[config.mk]
export PLATFORM = sky130hd
export DESIGN_NAME = cla_addsub_pipe
export DESIGN_NICKNAME = d
export VERILOG_FILES = /design/src/rtl/cla_pkg.sv /design/src/rtl/cla_group4.sv /design/src/rtl/cla_addsub_pipe.sv
export SDC_FILE = /design/constraint.sdc
export NUM_CORES = 1
export LEC_CHECK = 0
export ABC_AREA = 1
export CORE_AREA = 4 4 107 109
export CTS_CLUSTER_SIZE = 30
export DETAILED_ROUTE_END_ITERATION = 10
export DIE_AREA = 0 0 111 113
export PLACE_DENSITY_LB_ADDON = 0.2
export SYNTH_ARGS = -nofsm -noshare
export SYNTH_HDL_FRONTEND = slang
export SYNTH_SLANG_ARGS = --single-unit
[constraint.sdc]
create_clock -name clk -period 4.45 [get_ports clk]
set_input_delay 1.335 -clock clk [delete_from_list [all_inputs] [get_ports clk]]
set_output_delay 1.335 -clock clk [all_outputs]
set_load 0.005 [all_outputs]
[src/rtl/cla_pkg.sv]
// Shared definitions for the carry-lookahead adder family and the ALU flag register.
// Latency: none (package only).
// Backpressure: none (package only).
//
// Contents: GROUP_W lookahead group width, num_groups() group count helper,
//           blk_gen() 4-bit block generate, cla_flags_t condition flag bundle.
package cla_pkg;

    localparam int GROUP_W = 4;

    function automatic int num_groups(input int width);
        return width / GROUP_W;
    endfunction

    // Block generate of a 4-bit group: carry leaves the group regardless of its carry-in.
    function automatic logic blk_gen(input logic [GROUP_W-1:0] p, input logic [GROUP_W-1:0] g);
        return g[3] | (p[3] & g[2]) | (p[3] & p[2] & g[1]) | (p[3] & p[2] & p[1] & g[0]);
    endfunction

    typedef struct packed {
        logic cout;
        logic ovf;
        logic zero;
        logic neg;
    } cla_flags_t;

endpackage

[src/rtl/cla_group4.sv]
// First-level 4-bit carry lookahead: bit carries from a group carry-in, plus block P/G.
// Latency: purely combinational.
// Backpressure: none.
//
// Ports: p, g   per-bit propagate / generate of the group
//        ci     group carry-in
//        c      carry into each bit (c[0] = ci)
//        bp, bg block propagate / generate
module cla_group4
    import cla_pkg::*;
(
    input  logic [3:0] p,
    input  logic [3:0] g,
    input  logic       ci,
    output logic [3:0] c,
    output logic       bp,
    output logic       bg
);

    assign c[0] = ci;
    assign c[1] = g[0] | (p[0] & ci);
    assign c[2] = g[1] | (p[1] & g[0]) | (p[1] & p[0] & ci);
    assign c[3] = g[2] | (p[2] & g[1]) | (p[2] & p[1] & g[0]) | (p[2] & p[1] & p[0] & ci);

    assign bp = &p;
    assign bg = blk_gen(p, g);

endmodule

[src/rtl/cla_addsub_pipe.sv]
// Two-stage pipelined carry-lookahead adder/subtractor with carry/overflow/zero/negative flags.
// Latency: result valid two edges after accept; sustains one beat per cycle.
// Backpressure: out_ready low stalls S2, then S1; in_ready follows out_ready combinationally.
//
// Ports: clk, rst (synchronous, active-high)
//        in_valid/in_ready with a, b, sub (0 add, 1 subtract), cin (carry-in / borrow-in)
//        out_valid/out_ready with sum, cout (subtract: 1 = no borrow), ovf, zero, neg
module cla_addsub_pipe
    import cla_pkg::*;
#(
    parameter int WIDTH = 32
) (
    input  logic             clk,
    input  logic             rst,
    input  logic             in_valid,
    output logic             in_ready,
    input  logic [WIDTH-1:0] a,
    input  logic [WIDTH-1:0] b,
    input  logic             sub,
    input  logic             cin,
    output logic             out_valid,
    input  logic             out_ready,
    output logic [WIDTH-1:0] sum,
    output logic             cout,
    output logic             ovf,
    output logic             zero,
    output logic             neg
);

    localparam int N_GRP = num_groups(WIDTH);
    localparam int N_SG  = (N_GRP + 3) / 4;

    if ((WIDTH % GROUP_W) != 0 || WIDTH < GROUP_W) begin : g_bad_width
        $error("cla_addsub_pipe: WIDTH must be a multiple of 4 and at least 4");
    end

    // ---------------- handshake ----------------
    logic s1_vld;
    logic s2_adv;
    logic s1_adv;
    logic in_xfer;

    assign s2_adv   = !out_valid || out_ready;
    assign s1_adv   = !s1_vld || s2_adv;
    assign in_ready = !rst && s1_adv;
    assign in_xfer  = in_valid && in_ready;

    // ---------------- stage 1: propagate / generate ----------------
    logic [WIDTH-1:0] b_eff;
    logic [WIDTH-1:0] p_d;
    logic [WIDTH-1:0] g_d;
    logic [N_GRP-1:0] bp_d;
    logic [N_GRP-1:0] bg_d;

    // Subtract is a + ~b + 1 with the borrow-in folded into the inverted carry-in.
    assign b_eff = sub ? ~b : b;
    assign p_d   = a ^ b_eff;
    assign g_d   = a & b_eff;

    always_comb begin
        bp_d = '0;
        bg_d = '0;
        for (int i = 0; i < N_GRP; i++) begin
            bp_d[i] = &p_d[i*GROUP_W +: GROUP_W];
            bg_d[i] = blk_gen(p_d[i*GROUP_W +: GROUP_W], g_d[i*GROUP_W +: GROUP_W]);
        end
    end

    logic [WIDTH-1:0] s1_p;
    logic [WIDTH-1:0] s1_g;
    logic [N_GRP-1:0] s1_bp;
    logic [N_GRP-1:0] s1_bg;
    logic             s1_c0;

    // ---------------- stage 2: second-level lookahead ----------------
    // Block P/G padded to whole super-groups so lookahead reads stay in range.
    logic [N_SG*4-1:0] la_p;
    logic [N_SG*4-1:0] la_g;
    logic [N_GRP:0]    gc;   // carry into each group; gc[N_GRP] is the final carry-out

    always_comb begin
        la_p = '0;
        la_g = '0;
        la_p[N_GRP-1:0] = s1_bp;
        la_g[N_GRP-1:0] = s1_bg;
    end

    // Each group carry is a flat sum-of-products over the preceding groups of its
    // super-group (up to 4) and the super-group carry-in; super-groups ripple.
    always_comb begin
        logic c_acc;
        logic p_acc;
        c_acc = 1'b0;
        p_acc = 1'b1;
        gc    = '0;
        gc[0] = s1_c0;
        for (int gi = 1; gi <= N_GRP; gi++) begin
            c_acc = 1'b0;
            p_acc = 1'b1;
            for (int k = 3; k >= 0; k--) begin
                if (((gi - 1) / 4) * 4 + k < gi) begin
                    c_acc = c_acc | (p_acc & la_g[((gi - 1) / 4) * 4 + k]);
                    p_acc = p_acc & la_p[((gi - 1) / 4) * 4 + k];
                end
            end
            gc[gi] = c_acc | (p_acc & gc[((gi - 1) / 4) * 4]);
        end
    end

    logic [WIDTH-1:0] bit_c;
    logic [N_GRP-1:0] grp_bp;
    logic [N_GRP-1:0] grp_bg;
    logic             grp_pg_unused;

    for (genvar gi = 0; gi < N_GRP; gi++) begin : g_grp
        cla_group4 u_grp (
            .p  (s1_p[gi*GROUP_W +: GROUP_W]),
            .g  (s1_g[gi*GROUP_W +: GROUP_W]),
            .ci (gc[gi]),
            .c  (bit_c[gi*GROUP_W +: GROUP_W]),
            .bp (grp_bp[gi]),
            .bg (grp_bg[gi])
        );
    end

    // The lookahead uses the block P/G registered in S1 so group carries depend only
    // on flops; the instances' own P/G copies are not needed.
    assign grp_pg_unused = ^{grp_bp, grp_bg};

    logic [WIDTH-1:0] sum_d;
    cla_flags_t       flags_d;
    cla_flags_t       flags_q;

    always_comb begin
        flags_d      = '0;
        sum_d        = s1_p ^ bit_c;
        flags_d.cout = gc[N_GRP];
        flags_d.ovf  = bit_c[WIDTH-1] ^ gc[N_GRP];
        flags_d.zero = ~|sum_d;
        flags_d.neg  = sum_d[WIDTH-1];
    end

    // ---------------- pipeline registers ----------------
    always_ff @(posedge clk) begin
        if (rst) begin
            s1_vld    <= 1'b0;
            s1_p      <= '0;
            s1_g      <= '0;
            s1_bp     <= '0;
            s1_bg     <= '0;
            s1_c0     <= 1'b0;
            out_valid <= 1'b0;
            sum       <= '0;
            flags_q   <= '0;
        end else begin
            if (s1_adv) begin
                s1_vld <= in_xfer;
                if (in_xfer) begin
                    s1_p  <= p_d;
                    s1_g  <= g_d;
                    s1_bp <= bp_d;
                    s1_bg <= bg_d;
                    s1_c0 <= cin ^ sub;
                end
            end
            if (s2_adv) begin
                out_valid <= s1_vld;
                // Data and flags only change when a beat actually moves into S2.
                if (s1_vld) begin
                    sum     <= sum_d;
                    flags_q <= flags_d;
                end
            end
        end
    end

    assign cout = flags_q.cout;
    assign ovf  = flags_q.ovf;
    assign zero = flags_q.zero;
    assign neg  = flags_q.neg;

endmodule

==> results.cfg, run 1 <==
[place]
place_congestion = 0.911
io_buffers = 107
hpwl_mm = 10.4

[die]
io_pins = 108
chipWidth_um = 111
start_util = 0.535
die_area_sq_um = 12500
die_h_um = 113
coreArea_sq_um = 10600
rows = 38

[clock_tree]
cts_buffers = 9
cts_tree = yes
clk_latency_ns = 0.36
max-clock-path-buffers = 2
clock_sinks = 110
postCtsSetupBuffers = 0
cts_resized = 0
cts_max_level = 3
postCtsHoldBufs = 0
cts_root_buf = clkbuf_8
path_clk_slew_ns = 0.11

[synthesis]
synth_cell_types = 29
synthTopCellsByArea = dfxtp_1 (39%), nand2_1 (11%), ha_1 (8.8%), o21ai_0 (7.2%), a21oi_1 (6.7%)
synth_top_cell_by_area = dfxtp_1
synth_edf_count = 0
async_flop_share = 0
synth_nets = 873
synth_flop_cell = dfxtp_1
yosysWarnings = 0
yosys-top-cells-count = nand2_1 (163), dfxtp_1 (110), o21ai_0 (82), a21oi_1 (76), inv_1 (66)
synth_top_cell_area_share = 0.388
yosysMostFrequentCell = nand2_1
synthCells = 763
ys_seq_area_frac = 0.388
ys_seq_elements = 110
syn_area_sq_um = 5670
avgSynthCellArea_sq_um = 7.44

[hold_path]
holdPathStages = 2
hold_class = flop to flop

[pwr]
p_per_area_nw_per_um2 = 316
ir_drop_uv = 155
power.leakage_nw = 3.00

[layout]
nets = 958
multi_input_area_sq_um = 3070
n_antenna_cell = 0
area_delta_synth_final_pct = 23.4
regArea_sq_um = 2200
fillCellCount = 940
drive_above_1_share = 0.0399

[routing]
wl_met2_mm = 6.19
top_layer_used = met4
final_antenna_net_count = 0
vias = 5309
met3_length_um = 815
drc = 0
drtIter0Drc = 291
totalWireLength_mm = 13.9
drt-pass1-iter-count = 5
wire_per_inst_um = 14.0
vias_per_cell = 5.35
drt-met1-wl_mm = 6.68

[sta]
setup_tns_ns = 0
fin_crit_ns = 4.03
period_share = 0.906
drv_slew = 0
fmax_mhz = 248
finalHoldViolCount = 0
skew_ns = 0.00882
holdWs_ns = 0.455
slew_headroom = 0.291
tightest_slew_ns = 1.06
setup_viol = 0
rsz0062_at_grt = false

[setup_path]
worstPathArrival_ns = 2.70
critical_path.slowest_cell = clkdlybuf4s50_1
worstSetupStartpointType = primary input
crit_required_ns = 3.12
crit_top_cell = inv_1
endpoint_kind = output pin
rr_worst_depth = 18
max_stage_delay_ns = 0.49
crit_chain = clkdlybuf4s50_1, inv_1, nand2_1, nor2_1, inv_1, nand2_1, inv_1, clkdlybuf4s50_1
critPathKind = primary input to output pin
crit_fanout = 3

[global_route]
grt_max_degree = 88
grt.overflow.total = 0
grt_pass1_vias = 4919
grt_usage = 0.215
grt_pass1_wl_mm = 22.5
antenna_found_initial = 0

[run]
cap_violations = 0

[run_status]
outcome = finished, final reports clean
[stage by stage]
| step | total power [W] | util | area [sq um] | std cells | setup WS (ns) |
|---|---|---|---|---|---|
| 6_report | 0.00221 | 0.661 | 7000 | 993 | 0.418 |
| 5_1_grt | 0.00233 | 0.661 | 7000 | 993 | 0.350 |
| 4_1_cts | 0.00222 | 0.661 | 7000 | 993 | 0.417 |
| 3_5_place_dp | 0.00161 | 0.641 | 6800 | 977 | 0.412 |
| 3_3_place_gp | 0.00159 | 0.641 | 6800 | 977 | 0.464 |
| 2_1_floorplan | 0.00140 | - | 5670 | 763 | 1.45 |
[final cells by class]
| cell class | count | share of cell area |
|---|---|---|
| clock inverter | 7 | 0.0118 |
| clock buffer | 9 | 0.0177 |
| inverter | 70 | 0.0375 |
| sequential | 110 | 0.314 |
| multi-input combinational | 547 | 0.438 |
| timing repair buffer | 110 | 0.155 |
| tap | 140 | 0.0250 |
[where the power goes]
group          leakage (nW)  switching (W)  total, W  internal [W]
Sequential            0.904      0.0000499   0.00110       0.00105
Combinational          2.00       0.000262  0.000489      0.000227
Clock                0.0980       0.000351  0.000619      0.000268
Total                  3.00       0.000663   0.00221       0.00155
[final timing paths]
check	to	slack (ns)	from
min	s1_g[22]	0.45	s1_g[22]
min reg2reg	s1_g[22]	0.45	s1_g[22]
max reg2reg	zero	2.01	la_p[2]
max	in_ready	0.42	out_ready
[layout by cell type (no fill, tap or decap), drive strengths merged, types with 2 or more instances in the layout]
master | Yosys | final
nand2 | 168 | 168
dfxtp | 110 | 110
clkdlybuf4s50 | 0 | 106
o21ai | 83 | 83
a21oi | 76 | 76
inv | 70 | 72
nand3 | 51 | 51
ha | 40 | 40
nor2 | 40 | 40
xor2 | 38 | 38
o211ai | 14 | 14
nand4 | 9 | 9
clkbuf | 28 | 9
or2 | 9 | 9
a41oi | 8 | 8
a31oi | 5 | 5
buf | 8 | 4
clkinvlp | 0 | 2
clkinv | 0 | 2
a211oi | 2 | 2
[registers in the layout, summed over array words and instances, names as in the netlist]
| signal | cells |
|---|---|
| s1_p | 32 |
| sum | 32 |
| s1_g | 24 |
| la_g | 8 |
| la_p | 8 |
| cout | 1 |
| out_valid | 1 |
| ovf | 1 |
| s1_c0 | 1 |
| s1_vld | 1 |
| zero | 1 |
[layer usage]
metal | track usage | up-vias
li1 | - | 2721
met1 | 0.302 | 2411
met2 | 0.346 | 163
met3 | 0.0257 | 14
met4 | 0.0673 | 0
met5 | 0 | -
[kinds of logic (layout without fill, tap and decap cells)]
family	count (synthesis)	in the layout	synth area share
XOR/XNOR	39	39	0.0602
flip-flops	110	110	0.388
AND/OR/NAND/NOR	279	279	0.207
adder cells (fa/ha/maj)	40	40	0.0882
AO/OA/AOI/OAI	189	189	0.184
buffers and inverters	106	196	0.0723
[critical path: cells and delay by family]
| kind | cells | cell delay, ns |
|---|---|---|
| buffers and inverters | 5 | 1.11 |
| and+or+nand+nor | 3 | 0.24 |
(Power assumes the default switching activity.)
==> inputs of run 2 (changes only) <==
CORE_AREA = 2 2 105 107   (was 4 4 107 109)
DIE_AREA = 0 0 107 109   (was 0 0 111 113)
==> run 2 against run 1 <==
Against the previous run: worst hold slack gained 0.0024 ns; clock skew increased by 0.0058 ns; register-to-register slack gained 0.02 ns; global-route usage is 2.0 points higher; final cell count unchanged; utilization is the same; largest power group unchanged; sequential share of layout area stayed put; sequential power about the same; critical path type unchanged; clock-buffer cell count grew 1; non-clock buffer count is the same.
==> results.cfg, run 2 (same netlist as run 1, synthesis figures left out) <==
[sta]
slew_headroom = 0.295
drv_slew = 0
fmax_mhz = 248
period_share = 0.906
setup_tns_ns = 0
tightest_slew_ns = 1.06
finalHoldViolCount = 0
skew_ns = 0.0147
holdWs_ns = 0.457
setup_viol = 0
rsz0062_at_grt = false
fin_crit_ns = 4.03

[layout]
final_cell_mix = nand2_1 (163), dfxtp_1 (110), clkdlybuf4s50_1 (106)
area_delta_synth_final_pct = 23.4
final_common_cell = nand2_1
n_antenna_cell = 0
top_regs = s1_p: 32 flops, sum: 32 flops, s1_g: 24 flops
multi_input_area_sq_um = 3070
drive_above_1_share = 0.0399
nets = 958
regArea_sq_um = 2200
fillCellCount = 928
final_cell_area_sq_um = 7000

[place]
place_congestion = 0.840
io_buffers = 107
hpwl_mm = 9.94
place_area_sq_um = 6800

[die]
io_pins = 108
start_util = 0.535
chipWidth_um = 107
die_area_sq_um = 11700
die_h_um = 109
coreArea_sq_um = 10600
rows = 38

[run_status]
outcome = finished, final reports clean

[run]
cap_violations = 0

[clock_tree]
clk_latency_ns = 0.37
cts_root_buf = clkbuf_8
postCtsHoldBufs = 0
cts_buffers = 9
path_clk_slew_ns = 0.11
clock_sinks = 110
max-clock-path-buffers = 2
cts_max_level = 3
postCtsSetupBuffers = 0
cts_resized = 0
cts_tree = yes

[global_route]
busiest_layer = met2
antenna_found_initial = 0
met1_usage = 0.331
grt_pass1_vias = 4812
gr-usage-met2 = 0.382
grt.overflow.total = 0
grt_usage = 0.235
grt_pass1_wl_mm = 22.0
globalRouteMet3Util = 0.0329
grt_max_degree = 88

[setup_path]
worstSetupStartpointType = primary input
critPathKind = primary input to output pin
crit_fanout = 3
endpoint_kind = output pin
worstPathArrival_ns = 2.70
crit_required_ns = 3.12

[routing]
vias_per_cell = 5.34
drc = 0
vias = 5302
wire_per_inst_um = 13.4
drt-pass1-iter-count = 6
drtIter0Drc = 352
final_antenna_net_count = 0
totalWireLength_mm = 13.3

[pwr]
ir_drop_uv = 165
power_w = 0.00221
power.leakage_nw = 3.01
p_per_area_nw_per_um2 = 315

[hold_path]
hold_class = flop to flop
-- run 2: changes by cell type in the layout (fill, tap and decap cells not counted), sizes merged --
cell,previous run,this run
clkinv,2,3
clkbuf,9,10
clkinvlp,2,1
inv,72,71
-- run 2: path summary, 6_finish.rpt --
kind,from,endpoint,slack [ns],cells after the start
max,out_ready,in_ready,0.42,8
min,s1_g[22],s1_g[22],0.46,2
max reg2reg,la_g[3],zero,2.03,17
min reg2reg,s1_g[22],s1_g[22],0.46,2
-- run 2: final cells by class --
type                    count  share of cell area
multi-input cells         547               0.438
inverters                  70              0.0375
flip-flops and latches    110               0.314
well taps                 140              0.0250
clock inverters             6             0.00982
repair buffers            110               0.155
clock buffers              10              0.0196
-- run 2: critical path: stages --
cell             delay (ns)
clkdlybuf4s50_1        0.46
inv_1                  0.04
nand2_1                0.09
nor2_1                 0.05
inv_1                  0.07
nand2_1                0.10
inv_1                  0.07
clkdlybuf4s50_1        0.48
-- run 2: metrics by stage --
stage,setup slack [ns],instances,util
2_1_floorplan,1.45,763,-
3_3_place_gp,0.472,977,0.641
3_5_place_dp,0.425,977,0.641
4_1_cts,0.418,993,0.661
5_1_grt,0.292,993,0.661
6_report,0.419,993,0.661
-- run 2: layer usage --
metal,wire [um],part of all wire
met5,0,0
met4,148,0.011
met3,900,0.067
met2,5990,0.45
met1,6300,0.47
-- run 2: where the power goes --
group / leakage [nW] / switching [W] / internal (W)
Combinational: 2.00 / 0.000259 / 0.000226
Sequential: 0.904 / 0.0000487 / 0.00105
Clock: 0.103 / 0.000340 / 0.000279
Total: 3.01 / 0.000648 / 0.00156
==> inputs of run 3 (changes only) <==
CORE_AREA = 2 2 108 110   (was 2 2 105 107)
DIE_AREA = 0 0 110 112   (was 0 0 107 109)
TNS_END_PERCENT = 5   (was unset)
clock period = 4.3 ns   (was 4.45 ns; I/O delays follow)
==> run 3 against run 2 <==
Against the previous run: critical endpoint unchanged; final area rose by 1.9%; die area increased by 5.6%; largest cell class unchanged; critical path type unchanged; power up 15%; utilization is 2.2 points lower.
==> results.cfg, run 3 (same netlist as run 1, synthesis figures left out) <==
[run_status]
outcome = finished, final reports clean

[sta]
setup_tns_ns = 0
finalHoldViolCount = 0
drv_slew = 0
period_share = 0.916
tightest_slew_ns = 1.06
slew_headroom = 0.292
fin_crit_ns = 3.94
fmax_mhz = 254
skew_ns = 0.00497
rsz0062_at_grt = false
setup_viol = 0

[place]
io_buffers = 107
place_congestion = 0.818
dp_cells = 982
place_area_sq_um = 6820
hpwl_mm = 10.3

[routing]
vias = 5349
drtIter0Drc = 342
totalWireLength_mm = 14.1
final_antenna_net_count = 0
drt-pass1-iter-count = 5
drc = 0
vias_per_cell = 5.37
wire_per_inst_um = 14.1

[clock_tree]
path_clk_slew_ns = 0.07
postCtsHoldBufs = 0
postCtsSetupBuffers = 0
cts_max_level = 3
cts_buffers = 9
cts_resized = 0
clock_sinks = 110
cts_tree = yes
max-clock-path-buffers = 2
cts_root_buf = clkbuf_16
clk_latency_ns = 0.34

[setup_path]
crit_required_ns = 3.01
worstPathArrival_ns = 2.65
critPathKind = primary input to output pin
worstSetupStartpointType = primary input
crit_fanout = 3
endpoint_kind = output pin

[global_route]
antenna_found_initial = 0
grt_pass1_vias = 4941
grt.overflow.total = 0
grt_pass1_wl_mm = 23.0
grt_max_degree = 88
grt_usage = 0.236

[layout]
final_cell_area_sq_um = 7140
stdcell_count = 997
drive_above_1_share = 0.0410
n_antenna_cell = 0
area_delta_synth_final_pct = 25.8
nets = 960
top_regs = s1_p: 32 flops, sum: 32 flops, s1_g: 24 flops
final_cell_mix = nand2_1 (163), dfxtp_1 (110), clkdlybuf4s50_1 (106)
final_common_cell = nand2_1

[die]
die_h_um = 112
chipWidth_um = 110
rows = 39
coreArea_sq_um = 11200
die_area_sq_um = 12300
io_pins = 108
start_util = 0.508

[pwr]
power_w = 0.00254
ir_drop_uv = 175
p_per_area_nw_per_um2 = 356
power.leakage_nw = 3.07

[hold_path]
hold_class = flop to flop

[run]
cap_violations = 0
==> run 3: changes by cell type in the layout (fill, tap and decap cells not counted), sizes merged <==
cell and change:
buf +2, clkinv -2, bufinv +1, clkinvlp +1, inv -1
==> run 3: worst max-delay path, cell delays in order <==
cell             delay (ns)
clkdlybuf4s50_1        0.45
inv_1                  0.04
nand2_1                0.09
nor2_1                 0.05
inv_1                  0.07
nand2_1                0.10
inv_1                  0.07
clkdlybuf4s50_1        0.49
==> run 3: routing by layer <==
| layer | wire length [um] | part of all wire | global-route usage |
|---|---|---|---|
| met1 | 6680 | 0.47 | 0.332 |
| met2 | 6250 | 0.44 | 0.368 |
| met3 | 900 | 0.064 | 0.0322 |
| met4 | 246 | 0.017 | 0.0802 |
| met5 | 0 | 0 | 0 |
==> run 3: worst paths after layout <==
check	startpoint	end	slack [ns]	depth (start not counted)
setup / recovery	out_ready	in_ready	0.36	8
hold / removal	s1_g[2]	s1_g[2]	0.46	2
setup reg to reg	la_g[3]	zero	1.87	17
hold reg to reg	s1_g[2]	s1_g[2]	0.46	2
==> run 3: where the power goes <==
| part | leakage [nW] | switching (W) | internal (W) |
|---|---|---|---|
| sequential | 0.904 | 0.0000522 | 0.00109 |
| clock | 0.151 | 0.000366 | 0.000524 |
| combinational | 2.01 | 0.000275 | 0.000236 |
| total | 3.07 | 0.000694 | 0.00185 |
==> run 3: final cells by class <==
class,count,area [sq um]
Clock buffer,10,239
Sequential cell,110,2200
Multi-Input combinational cell,547,3070
Fill cell,1020,4040
Inverter,70,263
Timing Repair Buffer,112,1100
Clock inverter,5,83.8
Tap cell,143,179
==> run 3: through the flow <==
stage                     worst slack, ns  utilization  hold WS (ns)
after global placement              0.411        0.610         0.443
after global routing                0.263        0.639         0.495
final                               0.363        0.639         0.459
after detailed placement            0.366        0.610         0.450
after CTS                           0.359        0.639         0.460
after floorplan                      1.39            -         0.423
